<file path="src/rtl/ipe_pkg.sv">
// Shared types and width-generic bit helpers for the interrupt priority engine.
// Helpers operate on a 32-bit container; callers pass the live width (2..32).
package ipe_pkg;

    localparam int unsigned MAX_W = 32;

    typedef logic [MAX_W-1:0] vec_t;

    typedef enum logic {
        TRIG_EDGE  = 1'b0,
        TRIG_LEVEL = 1'b1
    } trig_mode_e;

    // Result bit i takes source bit (i + amt) mod w.
    function automatic vec_t rotate_right(input vec_t v, input int unsigned amt, input int unsigned w);
        vec_t        r;
        int unsigned j;
        r = '0;
        for (int unsigned i = 0; i < MAX_W; i++) begin
            if (i < w) begin
                j = (i + amt) % w;
                r[i[4:0]] = v[j[4:0]];
            end
        end
        return r;
    endfunction

    function automatic vec_t rotate_left(input vec_t v, input int unsigned amt, input int unsigned w);
        vec_t        r;
        int unsigned j;
        r = '0;
        for (int unsigned i = 0; i < MAX_W; i++) begin
            if (i < w) begin
                j = (i + amt) % w;
                r[j[4:0]] = v[i[4:0]];
            end
        end
        return r;
    endfunction

    function automatic vec_t lowest_onehot(input vec_t v);
        return v & (~v + vec_t'(1));
    endfunction

    function automatic logic [4:0] onehot_to_bin(input vec_t v);
        logic [4:0] b;
        b = '0;
        for (int unsigned i = 0; i < MAX_W; i++) begin
            if (v[i[4:0]]) b = b | i[4:0];
        end
        return b;
    endfunction

endpackage

</file>
<file path="src/rtl/ipe_resolver.sv">
// Combinational priority resolution: request winner, nesting qualification and
// highest in-service channel, all relative to the rotating priority pointer.
module ipe_resolver
    import ipe_pkg::*;
#(
    parameter int NUM_IRQ = 8,
    localparam int ID_W = $clog2(NUM_IRQ)
) (
    input  logic [NUM_IRQ-1:0] irr,
    input  logic [NUM_IRQ-1:0] interrupt_mask,
    input  logic [NUM_IRQ-1:0] isr,
    input  logic [ID_W-1:0]    lowest_id,
    input  logic               special_mask_mode,
    input  logic               special_fully_nest,
    output logic [ID_W-1:0]    winner_id,
    output logic               winner_valid,
    output logic [ID_W-1:0]    isr_top_id,
    output logic               isr_top_any
);

    int unsigned        base;
    logic [NUM_IRQ-1:0] eff_isr;
    vec_t               req_rot, eff_rot, isr_rot;
    vec_t               req_oh, eff_oh, isr_oh;
    logic [4:0]         req_pos, eff_pos;

    // Rotating right by the highest-priority channel puts it at bit 0, so the
    // lowest set bit of a rotated vector is its highest-priority member.
    always_comb begin
        base    = (32'(lowest_id) + 32'd1) % NUM_IRQ;
        eff_isr = special_mask_mode ? (isr & ~interrupt_mask) : isr;
        req_rot = rotate_right(vec_t'(irr & ~interrupt_mask), base, NUM_IRQ);
        eff_rot = rotate_right(vec_t'(eff_isr), base, NUM_IRQ);
        isr_rot = rotate_right(vec_t'(isr), base, NUM_IRQ);
        req_oh  = lowest_onehot(req_rot);
        eff_oh  = lowest_onehot(eff_rot);
        isr_oh  = lowest_onehot(isr_rot);
        req_pos = onehot_to_bin(req_oh);
        eff_pos = onehot_to_bin(eff_oh);

        winner_id    = ID_W'(onehot_to_bin(rotate_left(req_oh, base, NUM_IRQ)));
        isr_top_id   = ID_W'(onehot_to_bin(rotate_left(isr_oh, base, NUM_IRQ)));
        isr_top_any  = |isr;
        winner_valid = (|req_rot) &&
                       (!(|eff_rot) || (req_pos < eff_pos) ||
                        (special_fully_nest && (req_pos == eff_pos)));
    end

endmodule

</file>
<file path="src/rtl/interrupt_priority_engine.sv">
// Rotating-priority interrupt controller with IRR/ISR nesting and EOI handling.
// Optional polled acknowledge port set enabled by defining IPE_POLL_EN.
module interrupt_priority_engine
    import ipe_pkg::*;
#(
    parameter int NUM_IRQ = 8,
    localparam int ID_W = $clog2(NUM_IRQ)
) (
    input  logic               clock,
    input  logic               reset_n,
    input  logic [NUM_IRQ-1:0] irq_in,
    input  logic               level_trigger,
    input  logic [NUM_IRQ-1:0] interrupt_mask,
    input  logic               special_mask_mode,
    input  logic               special_fully_nest,
    input  logic               auto_rotate,
    output logic               int_req,
    input  logic               int_ack,
    output logic               ack_valid,
    output logic [ID_W-1:0]    ack_id,
    output logic               ack_spurious,
    input  logic               eoi_valid,
    input  logic               eoi_specific,
    input  logic [ID_W-1:0]    eoi_id,
    input  logic               set_priority,
    input  logic [ID_W-1:0]    set_priority_id,
    output logic [NUM_IRQ-1:0] irr,
    output logic [NUM_IRQ-1:0] isr
`ifdef IPE_POLL_EN
    ,
    input  logic               poll_req,
    output logic               poll_valid,
    output logic [ID_W-1:0]    poll_id
`endif
);

    logic [NUM_IRQ-1:0] irq_hist;
    logic               armed;
    logic [ID_W-1:0]    lowest_id;
    logic [ID_W-1:0]    winner_id, isr_top_id, lowest_next;
    logic               winner_valid, isr_top_any;
    logic               ack_evt, take;
    logic [NUM_IRQ-1:0] set_bits, clr_bits, rise, irr_next, isr_next;
    trig_mode_e         mode;

    assign mode = trig_mode_e'(level_trigger);

`ifdef IPE_POLL_EN
    assign ack_evt = int_ack | poll_req;
`else
    assign ack_evt = int_ack;
`endif

    ipe_resolver #(.NUM_IRQ(NUM_IRQ)) u_resolver (
        .irr                (irr),
        .interrupt_mask     (interrupt_mask),
        .isr                (isr),
        .lowest_id          (lowest_id),
        .special_mask_mode  (special_mask_mode),
        .special_fully_nest (special_fully_nest),
        .winner_id          (winner_id),
        .winner_valid       (winner_valid),
        .isr_top_id         (isr_top_id),
        .isr_top_any        (isr_top_any)
    );

    // Edge detection stays disarmed for the first cycle out of reset so a line
    // already high when reset releases is not mistaken for a fresh request.
    always_comb begin
        take     = ack_evt & winner_valid;
        set_bits = take ? (NUM_IRQ'(1) << winner_id) : '0;
        clr_bits = '0;
        if (eoi_valid) begin
            if (eoi_specific)     clr_bits = NUM_IRQ'(1) << eoi_id;
            else if (isr_top_any) clr_bits = NUM_IRQ'(1) << isr_top_id;
        end
        rise     = irq_in & ~irq_hist & {NUM_IRQ{armed}};
        irr_next = (mode == TRIG_LEVEL) ? irq_in : ((irr | rise) & irq_in & ~set_bits);
        isr_next = (isr & ~clr_bits) | set_bits;
        lowest_next = lowest_id;
        if (eoi_valid && !eoi_specific && auto_rotate && isr_top_any) lowest_next = isr_top_id;
        if (set_priority) lowest_next = set_priority_id;
    end

    always_ff @(posedge clock or negedge reset_n) begin
        if (!reset_n) begin
            irr          <= '0;
            isr          <= '0;
            irq_hist     <= '0;
            armed        <= 1'b0;
            lowest_id    <= ID_W'(NUM_IRQ - 1);
            int_req      <= 1'b0;
            ack_valid    <= 1'b0;
            ack_id       <= '0;
            ack_spurious <= 1'b0;
        end else begin
            irr       <= irr_next;
            isr       <= isr_next;
            irq_hist  <= irq_in;
            armed     <= 1'b1;
            lowest_id <= lowest_next;
            int_req   <= winner_valid;
            ack_valid <= int_ack;
            if (int_ack) begin
                ack_id       <= winner_valid ? winner_id : ID_W'(NUM_IRQ - 1);
                ack_spurious <= ~winner_valid;
            end
        end
    end

`ifdef IPE_POLL_EN
    always_ff @(posedge clock or negedge reset_n) begin
        if (!reset_n) begin
            poll_valid <= 1'b0;
            poll_id    <= '0;
        end else begin
            poll_valid <= poll_req;
            if (poll_req) poll_id <= winner_valid ? winner_id : ID_W'(NUM_IRQ - 1);
        end
    end
`endif

endmodule

</file>
<file path="config.mk">
export PLATFORM = sky130hd
export DESIGN_NAME = interrupt_priority_engine
export DESIGN_NICKNAME = d
export VERILOG_FILES = /design/src/rtl/ipe_pkg.sv /design/src/rtl/ipe_resolver.sv /design/src/rtl/interrupt_priority_engine.sv
export SDC_FILE = /design/constraint.sdc
export NUM_CORES = 1
export LEC_CHECK = 0
export CORE_ASPECT_RATIO = 0.7
export CORE_MARGIN = 1.5
export CORE_UTILIZATION = 40
export DETAILED_ROUTE_END_ITERATION = 10
export GPL_ROUTABILITY_DRIVEN = 0
export PLACE_DENSITY = 0.65
export SYNTH_ARGS = -nofsm -noshare
export SYNTH_HDL_FRONTEND = slang
export SYNTH_HIERARCHICAL = 1
export SYNTH_SLANG_ARGS = --single-unit
</file>
<file path="constraint.sdc">
create_clock -name clock -period 6.2 [get_ports clock]
set_input_delay 1.86 -clock clock [delete_from_list [all_inputs] [get_ports clock]]
set_output_delay 1.86 -clock clock [all_outputs]
set_load 0.02 [all_outputs]
</file>
==> impl_results.md <==
* RSZ-0062 raised after global routing: false
* Fin Clk Skew at about 0.009 ns
* Most frequent cells after synthesis: nand2_1 (67), nor2_1 (61), dfrtp_1 (31)
* Required time of the critical path at ~6.4 ns
* Minimum clock period at between 5 and 6 ns
* Pwr/cell area at approximately 460 nW/um2
* Failing checks: design-rule violations
* Yosys top cell by area: dfrtp_1
* Final worst-path cycle share at 93.78%
* #FFs+latches synth at 34
* Hold WC Path Type: reg2reg
* Peak Freq at ~170 MHz
* Post-synth top area share at between 10% and 20%
* Reg2reg start: lowest_id[0]
* Initial Utilization at a little over two fifths
* Internal at approximately 1200 uW
* Synth area leaders: dfrtp_1 (15%), mux4_2 (11%), nand2_1 (4.8%)
* P_sw at approximately 1500 uW
* Initial drt markers at approximately 900
* Drt wl/cell at 23.89 um
* I/O Buffers at 53
* Drt drc at 4
* Ys Warns at 6
* CTS-repair resized insts at 0
* Clk_lat worst skew at between 0.2 and 0.3 ns
* Core box area at 12590 um2
* CTS tree: done
* Num CTS Buffers at 5
* Setup Fix Bufs, Post-CTS at 0
* Post-DP HPWL at between 10000 and 15000 um
* Total Neg Setup Slack at 0 ns
* Layout Utilization at between 40% and 50%
* Clk sinks at 34
* Die Height at roughly 99 um
* Critical Path AT at just under 6 ns
* Slew @ Worst Pin at 1.050 ns
* Via density at between 7 and 8
* Count leader, synth: nand2_1
* Die width at 139.8 um
* Syn Inst Count at 620
* Via count at roughly 5.7k
* Fraction of layout cells with a size suffix above 1 at 14.93%
* Gr usage total at 27.88%
* CP Max Fanout at 5
* Worst vdd ir at 218.6 uV
* Cell Area, Placed at about 5800 um2
* Clock tree buffer depth at 2
* H-Tree Depth at 2
* Mapped Nets at roughly 660
* Largest net degree at the start of global routing at 77
* CTS Root Cell: clkbuf_16
* Inserted Diodes at 0
* Register area share after synthesis at between 10% and 20%
* Comb pwr share at between 70% and 80%
* Routed WL at 19230 um
* Row Count at 34
* First-pass GRT wire length at roughly 30000 um
* Pins Over Slew Limit at 0
* Slew HR at between 20% and 30%
* Sequential Power Share at around 15%
* Initial antenna violation count at 0
* Worst Setup SP: interrupt_mask[7]
* Max_cap viols at 0
* Setup violations, final at 0
* Total Die Area at between 10000 and 15000 um2
* Worst Path Class, Setup: in2reg
* IO Pins at 54
* Cts hold-fix bufs at 0
* Synthesized area per cell at roughly 8.5 um2
* Post-route ant nets at 0
* GR Overflow Total at 0
* Nets at slightly below 700
* EDFF count, synth at 0
* CP Launch Type: input port
* Final hold violations at 0
* Clock share of power at 8.8%
* Async S/R FF share, synth at between 90% and 100%
* DR pass1 iterations at 9
* Vias in the first global route at 5201
* Final instance area at between 5000 and 6000 um2
* Switching share of power at between 50% and 60%
* Top_reg_cell synth: dfrtp_1
* Leakage at approximately 0.0021 uW
* Worst Setup End Kind: register
* Hold Path Origin: ack_spurious
* Synthesized area at approximately 5200 um2
* CTS clk-pin slew, worst paths at about 0.05 ns
* Yosys cell types at 99
* Outcome: complete, but fails checks
* Synthesis-to-layout area growth at 12.92%
## worst paths after layout
check | cells after the start | slack (ns) | to
worst max-delay path | 15 | 0.39 | irr[1]
worst min-delay path | 2 | 0.53 | ack_spurious
worst max register to register | 13 | 0.93 | isr[6]
worst min register to register | 2 | 0.53 | ack_spurious
max in group asynchronous | 2 | 3.87 | lowest_id[2]
min in group asynchronous | 2 | 1.99 | irq_hist[4]
## critical path: stages
cell and delay (ns):
clkdlybuf4s50_1 0.51, nand2b_1 0.27, mux4_2 0.60, a221oi_4 0.43
nor3b_4 0.37, nor2_1 0.07, nand3_1 0.10, ha_1 0.25
a21o_1 0.16, a21oi_1 0.14, a41oi_1 0.06, a21oi_1 0.37
nand2_1 0.23, or3b_1 0.40, o311a_1 0.14
## power groups by stage
stage | registers [uW] | clock network [uW] | logic, uW
2_1_floorplan | 373 | 0 | 1470
3_3_place_gp | 420 | 0 | 1960
3_5_place_dp | 421 | 0 | 1990
4_1_cts | 418 | 243 | 2010
5_1_grt | 433 | 257 | 2210
6_report | 422 | 240 | 2070
## placed cells by master (no fill, tap or decap), drive strengths merged, types with 7 or more instances in the layout
cell	netlist	layout
nand3	18	18
nor3	20	20
a31oi	13	13
clkbuf	15	7
a211oi	11	11
o211ai	9	9
mux2i	28	28
nand2b	21	21
nor2	62	62
nor4	7	7
o21ai	32	32
buf	36	13
nand4	7	7
mux4	28	28
a21oi	24	24
a221oi	11	11
a22oi	7	7
mux2	10	10
nor2b	17	17
inv	12	12
dfrtp	31	31
clkdlybuf4s50	0	53
o221ai	11	11
nand2	69	69
a21boi	8	8
nor3b	9	9
## metrics by stage
stage / power [uW] / std cells / setup slack (ns) / hold slack (ns)
2_1_floorplan: 1840 / 620 / 1.081 / 0.5441
3_3_place_gp: 2378 / 797 / 0.3604 / 0.5117
3_5_place_dp: 2415 / 797 / 0.1637 / 0.5214
4_1_cts: 2668 / 805 / 0.4504 / 0.5290
5_1_grt: 2897 / 805 / 0.1529 / 0.5840
6_report: 2735 / 805 / 0.3859 / 0.5258
## area by class of cell
| cell class | count | area (um2) |
|---|---|---|
| Clock buffer | 7 | 132.6 |
| Clock inverter | 1 | 7.507 |
| Fill cell | 1214 | 6675 |
| Inverter | 12 | 45.04 |
| Multi-Input combinational cell | 523 | 4046 |
| Sequential cell | 34 | 854.6 |
| Tap cell | 162 | 202.7 |
| Timing Repair Buffer | 66 | 628.1 |
## state kept, by name (all words and copies together) (netlist names)
register      cells
lowest_id         3
ack_spurious      1
isr               8
irr               8
irq_hist          8
ack_id            3
ack_valid         1
int_req           1
armed             1
## layer usage
metal	wire, um	track usage [%]	vias to the layer above
li1	-	-	2472
met1	8190	41.61	2737
met2	7654	38.46	449
met3	2869	10.11	63
met4	517	5.020	0
met5	0	0	-
## logic make-up after synthesis
family / Yosys count / share of synthesized area, %
xor gates and xnor gates: 6 / 1.624
buffers and inverters: 63 / 6.662
AOI/OAI and AO/OA: 190 / 27.99
DFF: 34 / 16.31
adders and majority gates: 5 / 1.194
and+or+nand+nor: 255 / 25.86
muxes: 66 / 20.30
other: 1 / 0.07156
Note: power is estimated with default switching activity, not from simulation.
